[config.mk]
export PLATFORM = sky130hd
export DESIGN_NAME = mmio_port_responder
export DESIGN_NICKNAME = d
export VERILOG_FILES = /design/src/rtl/mmio_port_responder.sv
export SDC_FILE = /design/constraint.sdc
export NUM_CORES = 1
export LEC_CHECK = 0
export CORE_MARGIN = 5
export CORE_UTILIZATION = 54
export CTS_BUF_LIST = sky130_fd_sc_hd__clkbuf_4
export CTS_CLUSTER_SIZE = 8
export DETAILED_ROUTE_END_ITERATION = 8
export GPL_ROUTABILITY_DRIVEN = 0
export PLACE_DENSITY_LB_ADDON = 0.12
export SLEW_MARGIN = 20
export SYNTH_ARGS = -nofsm -noshare
export SYNTH_HDL_FRONTEND = slang
export SYNTH_SLANG_ARGS = --single-unit
[constraint.sdc]
create_clock -name clk -period 2.7 [get_ports clk]
set_clock_uncertainty 0.1 [all_clocks]
set_input_delay 0.54 -clock clk [delete_from_list [all_inputs] [get_ports clk]]
set_output_delay 0.54 -clock clk [all_outputs]
set_load 0.02 [all_outputs]
[src/rtl/mmio_port_responder.sv]
// mmio_port_responder
// Memory-mapped I/O responder that sits beside the data memory of a MIPS
// pipeline. It decodes MEM-stage loads/stores inside a 16-byte window,
// buffers stores to OUT_DATA in a small FIFO that drains to PortOut at a
// fixed pace, and synchronizes the asynchronous PortIn for reads.
//
// Register map (byte offset from BASE_ADDRESS, Address[1:0] ignored):
//   0x0 OUT_DATA  W: push WriteData into the FIFO   R: FIFO count
//   0x4 IN_DATA   W: ignored                        R: synchronized PortIn
//   0x8 STATUS    W: bit3=1 clears OVERFLOW         R: {OVF,IN_CHG,EMPTY,FULL}
//   0xC           not decoded (Hit stays low)

module mmio_port_responder #(
    parameter logic [31:0] BASE_ADDRESS = 32'h1001_0100,
    parameter int          FIFO_DEPTH   = 4,
    parameter int          DRAIN_PERIOD = 8
) (
    input  logic        clk,
    input  logic        reset,
    input  logic        MemWrite,
    input  logic        MemRead,
    input  logic [31:0] Address,
    input  logic [31:0] WriteData,
    input  logic [7:0]  PortIn,
    output logic [31:0] ReadData,
    output logic        Hit,
    output logic [31:0] PortOut
);

    // Pointer, occupancy and drain-counter widths. A drain period of 1 still
    // needs a 1-bit counter so the terminal-count compare stays well formed.
    localparam int PTR_W = $clog2(FIFO_DEPTH);
    localparam int CNT_W = PTR_W + 1;
    localparam int DRN_W = (DRAIN_PERIOD > 1) ? $clog2(DRAIN_PERIOD) : 1;

    localparam logic [CNT_W-1:0] FULL_COUNT = CNT_W'(FIFO_DEPTH);
    localparam logic [DRN_W-1:0] DRAIN_LAST = DRN_W'(DRAIN_PERIOD - 1);

    // Register selected by Address[3:2]; the fourth slot is a hole in the map.
    typedef enum logic [1:0] {
        REG_OUT_DATA = 2'd0,
        REG_IN_DATA  = 2'd1,
        REG_STATUS   = 2'd2,
        REG_HOLE     = 2'd3
    } reg_sel_e;

    // ------------------------------------------------------------------
    // State
    // ------------------------------------------------------------------
    logic [31:0]      r_mem [FIFO_DEPTH];
    logic [PTR_W-1:0] r_wr_ptr;
    logic [PTR_W-1:0] r_rd_ptr;
    logic [CNT_W-1:0] r_count;
    logic [DRN_W-1:0] r_drain_cnt;
    logic [31:0]      r_port_out;
    logic             r_overflow;
    logic [7:0]       r_sync1;
    logic [7:0]       r_in_sync;
    logic [7:0]       r_in_prev;
    logic             r_in_changed;

    // ------------------------------------------------------------------
    // Decode
    // ------------------------------------------------------------------
    reg_sel_e w_reg;
    logic     w_hit;
    logic     w_wr_out;
    logic     w_rd_in;
    logic     w_wr_status;
    logic     w_unused_addr_lsb;

    assign w_reg       = reg_sel_e'(Address[3:2]);
    assign w_hit       = (Address[31:4] == BASE_ADDRESS[31:4]) && (w_reg != REG_HOLE);
    assign w_wr_out    = MemWrite && w_hit && (w_reg == REG_OUT_DATA);
    assign w_rd_in     = MemRead  && w_hit && (w_reg == REG_IN_DATA);
    assign w_wr_status = MemWrite && w_hit && (w_reg == REG_STATUS);

    // Byte-lane bits take no part in decoding; accesses are word-granular.
    assign w_unused_addr_lsb = ^Address[1:0];

    assign Hit     = w_hit;
    assign PortOut = r_port_out;

    // ------------------------------------------------------------------
    // FIFO control
    // ------------------------------------------------------------------
    logic w_full;
    logic w_empty;
    logic w_drain_tc;
    logic w_pop;
    logic w_push_accept;
    logic w_overflow_set;
    logic w_overflow_clr;
    logic w_in_change;

    assign w_full     = (r_count == FULL_COUNT);
    assign w_empty    = (r_count == '0);
    assign w_drain_tc = (r_drain_cnt == DRAIN_LAST);

    // The pop decision looks only at the current occupancy, so a push into an
    // empty FIFO on the terminal-count cycle waits for the next drain slot.
    assign w_pop = w_drain_tc && !w_empty;

    // A pop frees the slot in the same edge, so full+push+pop is accepted.
    assign w_push_accept  = w_wr_out && (!w_full || w_pop);
    assign w_overflow_set = w_wr_out && w_full && !w_pop;
    assign w_overflow_clr = w_wr_status && WriteData[3];

    assign w_in_change = (r_in_sync != r_in_prev);

    // ------------------------------------------------------------------
    // Read mux
    // ------------------------------------------------------------------
    // Zero-latency load data; reads of unselected or missed addresses give 0.
    always_comb begin
        // NOTE: default assignment first so no path through this block can
        // leave ReadData unassigned and infer a latch.
        ReadData = '0;
        if (MemRead && w_hit) begin
            case (w_reg)
                REG_OUT_DATA: ReadData = {{(32 - CNT_W){1'b0}}, r_count};
                REG_IN_DATA:  ReadData = {24'd0, r_in_sync};
                REG_STATUS:   ReadData = {28'd0, r_overflow, r_in_changed, w_empty, w_full};
                default:      ReadData = '0;
            endcase
        end
    end

    // ------------------------------------------------------------------
    // Sequential logic
    // ------------------------------------------------------------------
    // FIFO storage: write the accepted store at the write pointer.
    always_ff @(posedge clk) begin
        // NOTE: the storage array is deliberately not reset; pointers and
        // count alone decide which entries are valid, so stale words are
        // never observed and the array can map onto plain RAM/flops.
        if (w_push_accept) begin
            r_mem[r_wr_ptr] <= WriteData;
        end
    end

    // FIFO pointers and occupancy; pointers wrap naturally at the depth.
    always_ff @(posedge clk) begin
        // NOTE: sequential state always uses non-blocking assignments so every
        // register samples pre-edge values regardless of statement order.
        if (reset) begin
            r_wr_ptr <= '0;
            r_rd_ptr <= '0;
            r_count  <= '0;
        end else begin
            if (w_push_accept) begin
                r_wr_ptr <= r_wr_ptr + PTR_W'(1);
            end
            if (w_pop) begin
                r_rd_ptr <= r_rd_ptr + PTR_W'(1);
            end
            case ({w_push_accept, w_pop})
                2'b10:   r_count <= r_count + CNT_W'(1);
                2'b01:   r_count <= r_count - CNT_W'(1);
                default: r_count <= r_count;
            endcase
        end
    end

    // Free-running drain pacer counting 0..DRAIN_PERIOD-1.
    always_ff @(posedge clk) begin
        if (reset) begin
            r_drain_cnt <= '0;
        end else if (w_drain_tc) begin
            r_drain_cnt <= '0;
        end else begin
            r_drain_cnt <= r_drain_cnt + DRN_W'(1);
        end
    end

    // Output register: load the FIFO head on each drain pop, else hold.
    always_ff @(posedge clk) begin
        if (reset) begin
            r_port_out <= '0;
        end else if (w_pop) begin
            r_port_out <= r_mem[r_rd_ptr];
        end
    end

    // Sticky OVERFLOW flag; a dropped push and a clear can never coincide
    // because they target different registers, but set is given priority.
    always_ff @(posedge clk) begin
        if (reset) begin
            r_overflow <= 1'b0;
        end else if (w_overflow_set) begin
            r_overflow <= 1'b1;
        end else if (w_overflow_clr) begin
            r_overflow <= 1'b0;
        end
    end

    // Two-flop synchronizer for PortIn plus the previous-value register.
    always_ff @(posedge clk) begin
        if (reset) begin
            r_sync1   <= '0;
            r_in_sync <= '0;
            r_in_prev <= '0;
        end else begin
            r_sync1   <= PortIn;
            r_in_sync <= r_sync1;
            r_in_prev <= r_in_sync;
        end
    end

    // IN_CHANGED flag: a fresh change wins over a clearing IN_DATA read.
    always_ff @(posedge clk) begin
        if (reset) begin
            r_in_changed <= 1'b0;
        end else if (w_in_change) begin
            r_in_changed <= 1'b1;
        end else if (w_rd_in) begin
            r_in_changed <= 1'b0;
        end
    end

endmodule

==> metrics <==
initial cell density of the core=0.546; Total Wirelength=approximately 14000 µm; share of layout cells above drive strength 1=0.209; via count=about 4300; total power=4.88 mW; Die Wd=128 µm; Top Ports=approximately 140; crit-path most repeated cell=and4_4; clk_lat worst skew=0.55 ns; GRT overflow=0; fin crit period=roughly 2.6 ns; CP delay by family, top=simple AND/OR/NAND/NOR gates; Max Cap Viol=0; Clock transition at path regs=0.14 ns; Yosys top cell area share=0.509; final setup vio count=0; critical path class=primary input to primary output; maximum clock rate=approximately 0.38 GHz; pwr/cell area=just over 500 nW/µm²; CP startpoint=Address[10]; status=finished clean; post-synthesis cell type with the largest combined area=edfxtp_1; die area=16500 µm²; Tcrit/Tclk final=0.976; CP peak stage delay=0.41 ns; Pleak=roughly 3.3 nW; worst path bufs/invs=2; synthesized instance count=roughly 500; FP Rows=43; Syn. warnings=0; Synth Cell Area=around 7600 µm²; Setup WS pre-CTS=-0.579 ns; Slew Limit Fails=0; # port buffers=114; Final TNS setup=0 ns; first-pass iteration count of the detailed router=5; Finished Core Util=0.681; Critical-path top delay cell=clkdlybuf4s50_1; min setup slack post-route=about 0.064 ns; sequential fraction of the synthesis area=0.689; Diodes inserted=0; Layout area overhead=24.6%; Final Hold Fails=0; hpwl dp=9530 µm; WL per Instance=~17 µm; largest net degree at the start of global routing=36; FFs w/ async S/R, synth=0; Reg-to-Reg Start=r_count[0]; Yosys reg bits=around 200; nature of the critical path endpoint=primary output; nets=720; Die Ht=~130 µm; main area contributors after synthesis=edfxtp_1, dfxtp_1, mux4_2; Crit Path Max Fanout=5; Netlist cell types=40; vias in the first global route=between 4000 and 5000; Post-DRT Antenna Nets=0; CTS root buf=clkbuf_4; number of synthesized flops with an enable pin=roughly 130; cell chain of the critical path=clkdlybuf4s50_1 -> nor4_2 -> and4_4 -> and4_4 -> and2_4 -> buf_6; CORE AREA=13800 µm²; worst path arrival time=around 2.0 ns; Bufs on Longest Clock Path=2; Via density=between 5 and 6; Multi-input gate area=2190 µm²; DRC=0; worst-case vdd ir drop=372 µV; CTS tree=built; Hold Path Origin=reset; first-pass GRT wire length=22900 µm; Hold Path Class=primary input to flop; gr usage total=0.183; First DRT Iteration DRCs=roughly 240; worst path required time=slightly above 2 ns; FILL cells=approximately 1000; Clock Sinks=about 200; Syn Area/Cell=between 15 and 20 µm²; H-tree depth=4; initial antenna violation count=0; Synth Flop Type=edfxtp_1; CTS buffer count=17; Reg area=5210 µm²; crit path launch type=primary input
[final cells by class]
class / count / area share
Multi-Input combinational cell: 270 / 0.233
Tap cell: 180 / 0.0239
Clock buffer: 17 / 0.0136
Sequential cell: 196 / 0.553
Timing Repair Buffer: 150 / 0.162
Clock inverter: 15 / 0.0138
Inverter: 2 / 0.000797
[synth_stat cells (2+ instances only)]
library cell and count:
clkbuf_1 20, buf_4 24, nor2b_1 29, mux4_2 32, mux2i_1 5, xnor2_1 2, dfxtp_1 68, and4_2 2
edfxtp_1 128, a31oi_1 4, and2_1 4, nor4b_4 3, nand3_1 2, nor3_1 2, nand2_1 67, inv_1 2
mux2_1 2, nor3b_1 3, xor2_1 9, nor4_4 3, and2_2 4, buf_2 4, a21oi_1 35, nand2b_1 4
nor4_1 2, nor2_1 15, ha_1 6
[registers in the layout, indices dropped and copies added, names as in the netlist, 2 cells and up]
name and flops:
r_in_prev 8, r_wr_ptr 2, r_in_sync 8, r_mem 128, r_drain_cnt 3, r_rd_ptr 2
r_count 3, PortOut 32, r_sync1 8
[per-stage QoR]
| stage | instance area [µm²] | cells | hold WS (ns) |
|---|---|---|---|
| after floorplan | 7640 | 517 | 0.304 |
| after detailed placement | 9100 | 797 | 0.323 |
| final | 9420 | 830 | 0.183 |
| after CTS | 9350 | 830 | 0.125 |
| after global placement | 9100 | 797 | 0.313 |
| after global routing | 9420 | 830 | 0.140 |
[worst register-to-register path: stages (launching register included)]
cell	delay, ns
dfxtp_1	0.41
nor3_1	0.35
nand2b_2	0.20
a31oi_1	0.07
fa_1	0.42
a311oi_1	0.24
a31oi_1	0.09
mux2_1	0.32
[placed cells by master (no fill, tap or decap), types with 13 or more instances in the layout]
cell type,count
edfxtp_1,128
clkdlybuf4s50_1,86
dfxtp_1,66
nand2_1,66
a21oi_1,35
mux4_2,32
buf_4,32
nor2b_1,28
conb_1,24
clkbuf_4,17
dlymetal6s2s_1,14
nor2_1,13
[path summary, 6_finish.rpt]
check | to | slack (ns) | cells after the start
setup / recovery | ReadData[6] | 0.06 | 6
hold reg to reg | r_drain_cnt[0] | 0.34 | 1
setup reg to reg | r_count[2] | 0.41 | 7
hold / removal | r_overflow | 0.18 | 2
[routing by layer]
layer,vias up,track usage,share of wire
li1,2045,-,-
met1,2095,0.236,0.44
met2,120,0.306,0.50
met3,13,0.0542,0.057
met4,0,0.0456,0.011
met5,-,0,0
[what timing repair did]
item                                    in CTS  in global routing
pin swaps                                    6                 16
gates resized for setup                     55                 23
endpoints found under the setup margin       9                  9
buffers inserted                             1                  0
hold buffers                                 0                  0
[power breakdown]
group	internal, mW	switching, mW	total [mW]
registers	3.21	0.00944	3.21
clock network	0.465	0.964	1.43
logic	0.123	0.112	0.235
total	3.79	1.09	4.88
[cell families (layout without fill, tap and decap cells)]
logic type	Yosys count	count (layout)	share of synthesized area
flip-flops	196	196	0.689
AND/OR/NAND/NOR	146	146	0.112
adder cells (fa/ha/maj)	7	7	0.0126
buffers and inverters	51	184	0.0379
multiplexers	39	39	0.105
AO/OA/AOI/OAI	43	43	0.0308
XOR/XNOR	11	11	0.0128
other	1	24	0.000496
(Power assumes the default switching activity.)
==> RTL change 1: new RTL, same settings <==
Put one more register stage on the output `PortOut`, cleared by the reset. The value now appears one clock later. The other outputs are not delayed to match.
--- a/src/rtl/mmio_port_responder.sv
+++ b/src/rtl/mmio_port_responder.sv
@@ -79,7 +79,13 @@
     assign w_unused_addr_lsb = ^Address[1:0];
 
     assign Hit     = w_hit;
-    assign PortOut = r_port_out;
+    always_ff @(posedge clk) begin
+        if (reset) begin
+            PortOut <= '0;
+        end else begin
+            PortOut <= r_port_out;
+        end
+    end
 
     // ------------------------------------------------------------------
     // FIFO control
Behaviour: not the same (a bounded check fails within 10 cycles, from zero or initial values and one cycle with reset high).
==> RTL change 1 against the original RTL <==
Wire length is 13% higher; count of clock-buffer cells in the layout is 77 higher; clock power is 110% higher; register-to-register slack better by 20 ps; sequential cell count is 32 higher; power is 41% higher; via count is 14% higher; first-iteration DRC count is 22% lower; non-clock buffer count is 8 lower; area after synthesis is 11% higher; worst setup slack worse by 14 ps; design area is 13% higher; global-route usage is 0.41 points lower; critical path type unchanged; largest cell class unchanged; largest power group unchanged; highest routed layer unchanged.
==> RTL change 1: results (changes against the original RTL) <==
Logic synthesis
  – Dominant cells by area after synthesis: edfxtp_1, dfxtp_1, mux4_2, nor2b_1, nand2_1 (was edfxtp_1, dfxtp_1, mux4_2, nand2_1, nor2b_1)
  – Most instantiated cells after synthesis: edfxtp_1, dfxtp_1, nand2_1, nor2b_1, a21oi_1 (was edfxtp_1, dfxtp_1, nand2_1, a21oi_1, mux4_2)
  – Multiplexer share of the synthesized area: 0.0958 (was 0.105)
  – Area share of fa/ha/maj cells after synthesis: 0.0114 (was 0.0126)
  – Count of cell types in the netlist: 38 (was 40)
  – Average cell area after synthesis: 14.8 µm² (was 15.3 µm²)
  – XOR/XNOR Fraction of Synth Area: 0.0115 (was 0.0128)
  – Synth Area in Compound Gates: 0.0310 (was 0.0308)
  – Ys async rst share: 0 (unchanged)
  – Register area share after synthesis: 0.700 (was 0.689)

CTS
  – Clock buffer depth: 3 (was 2)
  – Htree depth: 2 (was 4)
  – Cts bufs inserted: 56 (was 17)
  – Worst skew pair latency: 670 ps (was 550 ps)
  – Setup bufs post-CTS: 0 (was 1)
  – Clk slew on worst S/H paths: 60 ps (was 140 ps)

Timing
  – Peak Freq: 0.377 GHz (was 0.379 GHz)
  – WHS: 253 ps (was 183 ps)
  – Slew HR: 0.641

Global routing
  – Number of global-route vias before repair: 5157 (was 4444)
  – Largest net degree at the start of global routing: 53 (was 36)
  – First-pass GRT wire length: 25500 µm (was 22900 µm)
  – Total GRT Usage: 0.179 (was 0.183)

Routing
  – Number of DRC markers in iteration 0: 191 (was 244)
  – Number of detailed-route iterations in the first pass: 4 (was 5)
  – Final wirelength: 16000 µm (was 14200 µm)

Power and ir drop
  – P_sw: 0.00141 W (was 0.00109 W)
  – LEAKAGE: 3.91 nW (was 3.31 nW)
  – Peak VDD IR: 0.426 mV (was 0.372 mV)

Place
  – Pre-CTS setup slack: -582 ps (was -579 ps)
  – Placed cell areas: 9780 µm² (was 9100 µm²)
  – Dpl cells: 862 (was 797)
  – HPWL after detailed placement: 9930 µm (was 9530 µm)

Setup path
  – CP max stage cell: clkdlybuf4s50_1 (unchanged)
  – Worst r2r dst: r_mem[0][30]$_DFFE_PP_ (was r_count[2]$_SDFFE_PP0P_)
  – Critical R2R Launch: r_drain_cnt[0]$_SDFF_PP0_ (was r_count[0]$_SDFFE_PP0P_)
  – Worst Setup SP: Address[8] (was Address[10])
  – Worst setup path endpoint: ReadData[7] (was ReadData[6])
  – R2R setup slack: 430 ps (was 410 ps)
  – CP Max Fanout: 4 (was 5)
  – CP peak stage delay: 470 ps (was 410 ps)
  – Worst-case reg-to-reg path depth: 7 (unchanged)

Finish
  – Final net count: 815 (was 720)
  – Share of layout cells above drive strength 1: 0.249 (was 0.209)
  – Final Instance Count excl. Fillers: 967 (was 830)
  – Fillers: 1073 (was 995)

Worst hold path
  – Hold Path End: r_rd_ptr[1]$_SDFFE_PP0N_ (was r_overflow$_SDFFE_PP0P_)

Run status
  – Status: completed (unchanged)
==> RTL change 1: cell types whose count changed after synthesis, moves of 4 or more <==
| cell | before | now |
|---|---|---|
| nor2b_1 | 29 | 59 |
| and2_2 | 4 | 0 |
| nor4_1 | 2 | 6 |
| and2_1 | 4 | 8 |
| dfxtp_1 | 68 | 100 |
==> RTL change 1: layout make-up <==
cell class                      count  area [µm²]  share of cell area
Clock buffer                       94         706              0.0661
Clock inverter                     11        73.8             0.00692
Inverter                            4        15.0             0.00141
Multi-Input combinational cell    300        2350               0.220
Sequential cell                   228        5850               0.548
Tap cell                          188         235              0.0220
Timing Repair Buffer              142        1440               0.135
==> RTL change 1: metal layers <==
metal	GRT usage	share of wire	wire length (µm)	vias to the layer above
li1	-	-	-	2338
met1	0.211	0.40	6360	2382
met2	0.306	0.52	8250	147
met3	0.0615	0.072	1150	19
met4	0.0667	0.015	235	0
met5	0	0	0	-
==> RTL change 1: repair_timing <==
action | 4_1_cts | 5_1_grt
resized for setup | 41 | 39
setup endpoints to repair | 9 | 9
pin swaps | 3 | 12
gates cloned | 0 | 0
==> RTL change 1: power groups by stage <==
| stage | combinational (W) | sequential (W) | clock (W) |
|---|---|---|---|
| floorplan | 0.000110 | 0.00376 | 0 |
| global placement | 0.000222 | 0.00376 | 0 |
| detailed placement | 0.000229 | 0.00376 | 0 |
| CTS | 0.000232 | 0.00369 | 0.00305 |
| global route | 0.000253 | 0.00369 | 0.00324 |
| finish | 0.000234 | 0.00369 | 0.00295 |
==> RTL change 1: stage by stage <==
step | power, W | TNS [ps] | utilization
after detailed placement | 0.00399 | -16730 | 0.644
after global routing | 0.00718 | -89.1 | 0.702
after global placement | 0.00399 | -13600 | 0.644
after CTS | 0.00696 | -13.2 | 0.694
final | 0.00687 | 0 | 0.702
after floorplan | 0.00387 | 0 | -
==> RTL change 2: new RTL, same settings <==
Made on the original files. Set the parameter `FIFO_DEPTH` to 8 (it was 4).
--- a/src/rtl/mmio_port_responder.sv
+++ b/src/rtl/mmio_port_responder.sv
@@ -12,7 +12,7 @@
 
 module mmio_port_responder #(
     parameter logic [31:0] BASE_ADDRESS = 32'h1001_0100,
-    parameter int          FIFO_DEPTH   = 4,
+    parameter int          FIFO_DEPTH   = 8,
     parameter int          DRAIN_PERIOD = 8
 ) (
     input  logic        clk,
Check against the original RTL: not equivalent (a bounded check fails within 10 cycles, from zero or initial values and one cycle with reset high).
==> RTL change 2 against the original RTL <==
Power grew 110%; register-to-register slack got worse by 350 ps; count of clock-buffer cells in the layout increased by 108; critical endpoint is now r_count[2]$_SDFFE_PP0P_; sequential cell count grew 131; synthesized cell count is 39% higher; worst setup slack worse by 38 ps; fmax down 1.4%; area after synthesis is 69% higher; cell count increased by 57%; wire length rose by 83%; combinational power increased by 15%; design area grew 70%; critical path type is now primary input to flop; sequential share of layout area is 1.7 points higher.
==> RTL change 2: results (changes against the original RTL) <==
Finish
  – Seq area share: 0.570 (was 0.553)
  – Post-route design area: 16000 µm² (was 9420 µm²)
  – # diodes: 1 (was 0)
  – Clock buffer count in the final layout: 125 (was 17)
  – Max reg flops: 256 (was 128)
  – Final clock-cell share: 0.0715 (was 0.0274)

Worst hold path
  – Hold Crit Start: PortIn[6] (was reset)

CTS
  – Post-CTS Resized: 86 (was 55)
  – Clock buffer depth: 3 (was 2)

Routing
  – Number of DRC markers in iteration 0: 353 (was 244)
  – DR vias: 6928 (was 4273)

Logic synthesis
  – Dominant cells by area after synthesis: edfxtp_1, mux4_2, dfxtp_1, mux2i_1, buf_4 (was edfxtp_1, dfxtp_1, mux4_2, nand2_1, nor2b_1)
  – Average cell area after synthesis: 18.5 µm² (was 15.3 µm²)
  – Register area share after synthesis: 0.715 (was 0.689)
  – FF+latch count, synth: 327 (was 196)

Setup path
  – Worst setup path endpoint: r_count[2]$_SDFFE_PP0P_ (was ReadData[6])
  – Worst-case reg-to-reg path depth: 12 (was 7)
  – CP Capture Type: flop (was primary output)
  – Worst Setup SP: Address[19] (was Address[10])

Place
  – Pre-CTS setup slack: -717 ps (was -579 ps)

Timing
  – Peak Freq: 0.374 GHz (was 0.379 GHz)
  – WHS: 318 ps (was 183 ps)

Run status
  – Status: completed (unchanged)

Global routing
  – Initial antenna violation count: 1 (was 0)
  – Largest net degree at the start of global routing: 40 (was 36)

Power and ir drop
  – Seq power: 0.00544 W (was 0.00321 W)
  – Peak VDD IR: 0.592 mV (was 0.372 mV)
[RTL change 2: cell types whose count changed in the layout (fill, tap and decap cells not counted), moves of 22 or more]
| cell | change |
|---|---|
| edfxtp_1 | +128 |
| clkbuf_4 | +108 |
| nand2_1 | -61 |
| a21oi_1 | -34 |
| mux2i_1 | +34 |
| mux4_2 | +32 |
| nor2_1 | +30 |
| a211oi_1 | +22 |
[RTL change 2: per-layer routing]
metal / wire (µm) / vias up / GRT usage
met5: 0 / - / 0
met4: 424 / 0 / 0.0713
met3: 1640 / 34 / 0.0477
met2: 12900 / 229 / 0.328
met1: 11000 / 3470 / 0.257
li1: - / 3195 / -
[RTL change 2: cell families after synthesis]
group	synth area share
xor gates and xnor gates	0.00894
buffers and inverters	0.0327
and+or+nand+nor	0.0592
adders and majority gates	0.00687
other	0.000294
muxes	0.146
DFF	0.715
AOI/OAI and AO/OA	0.0316
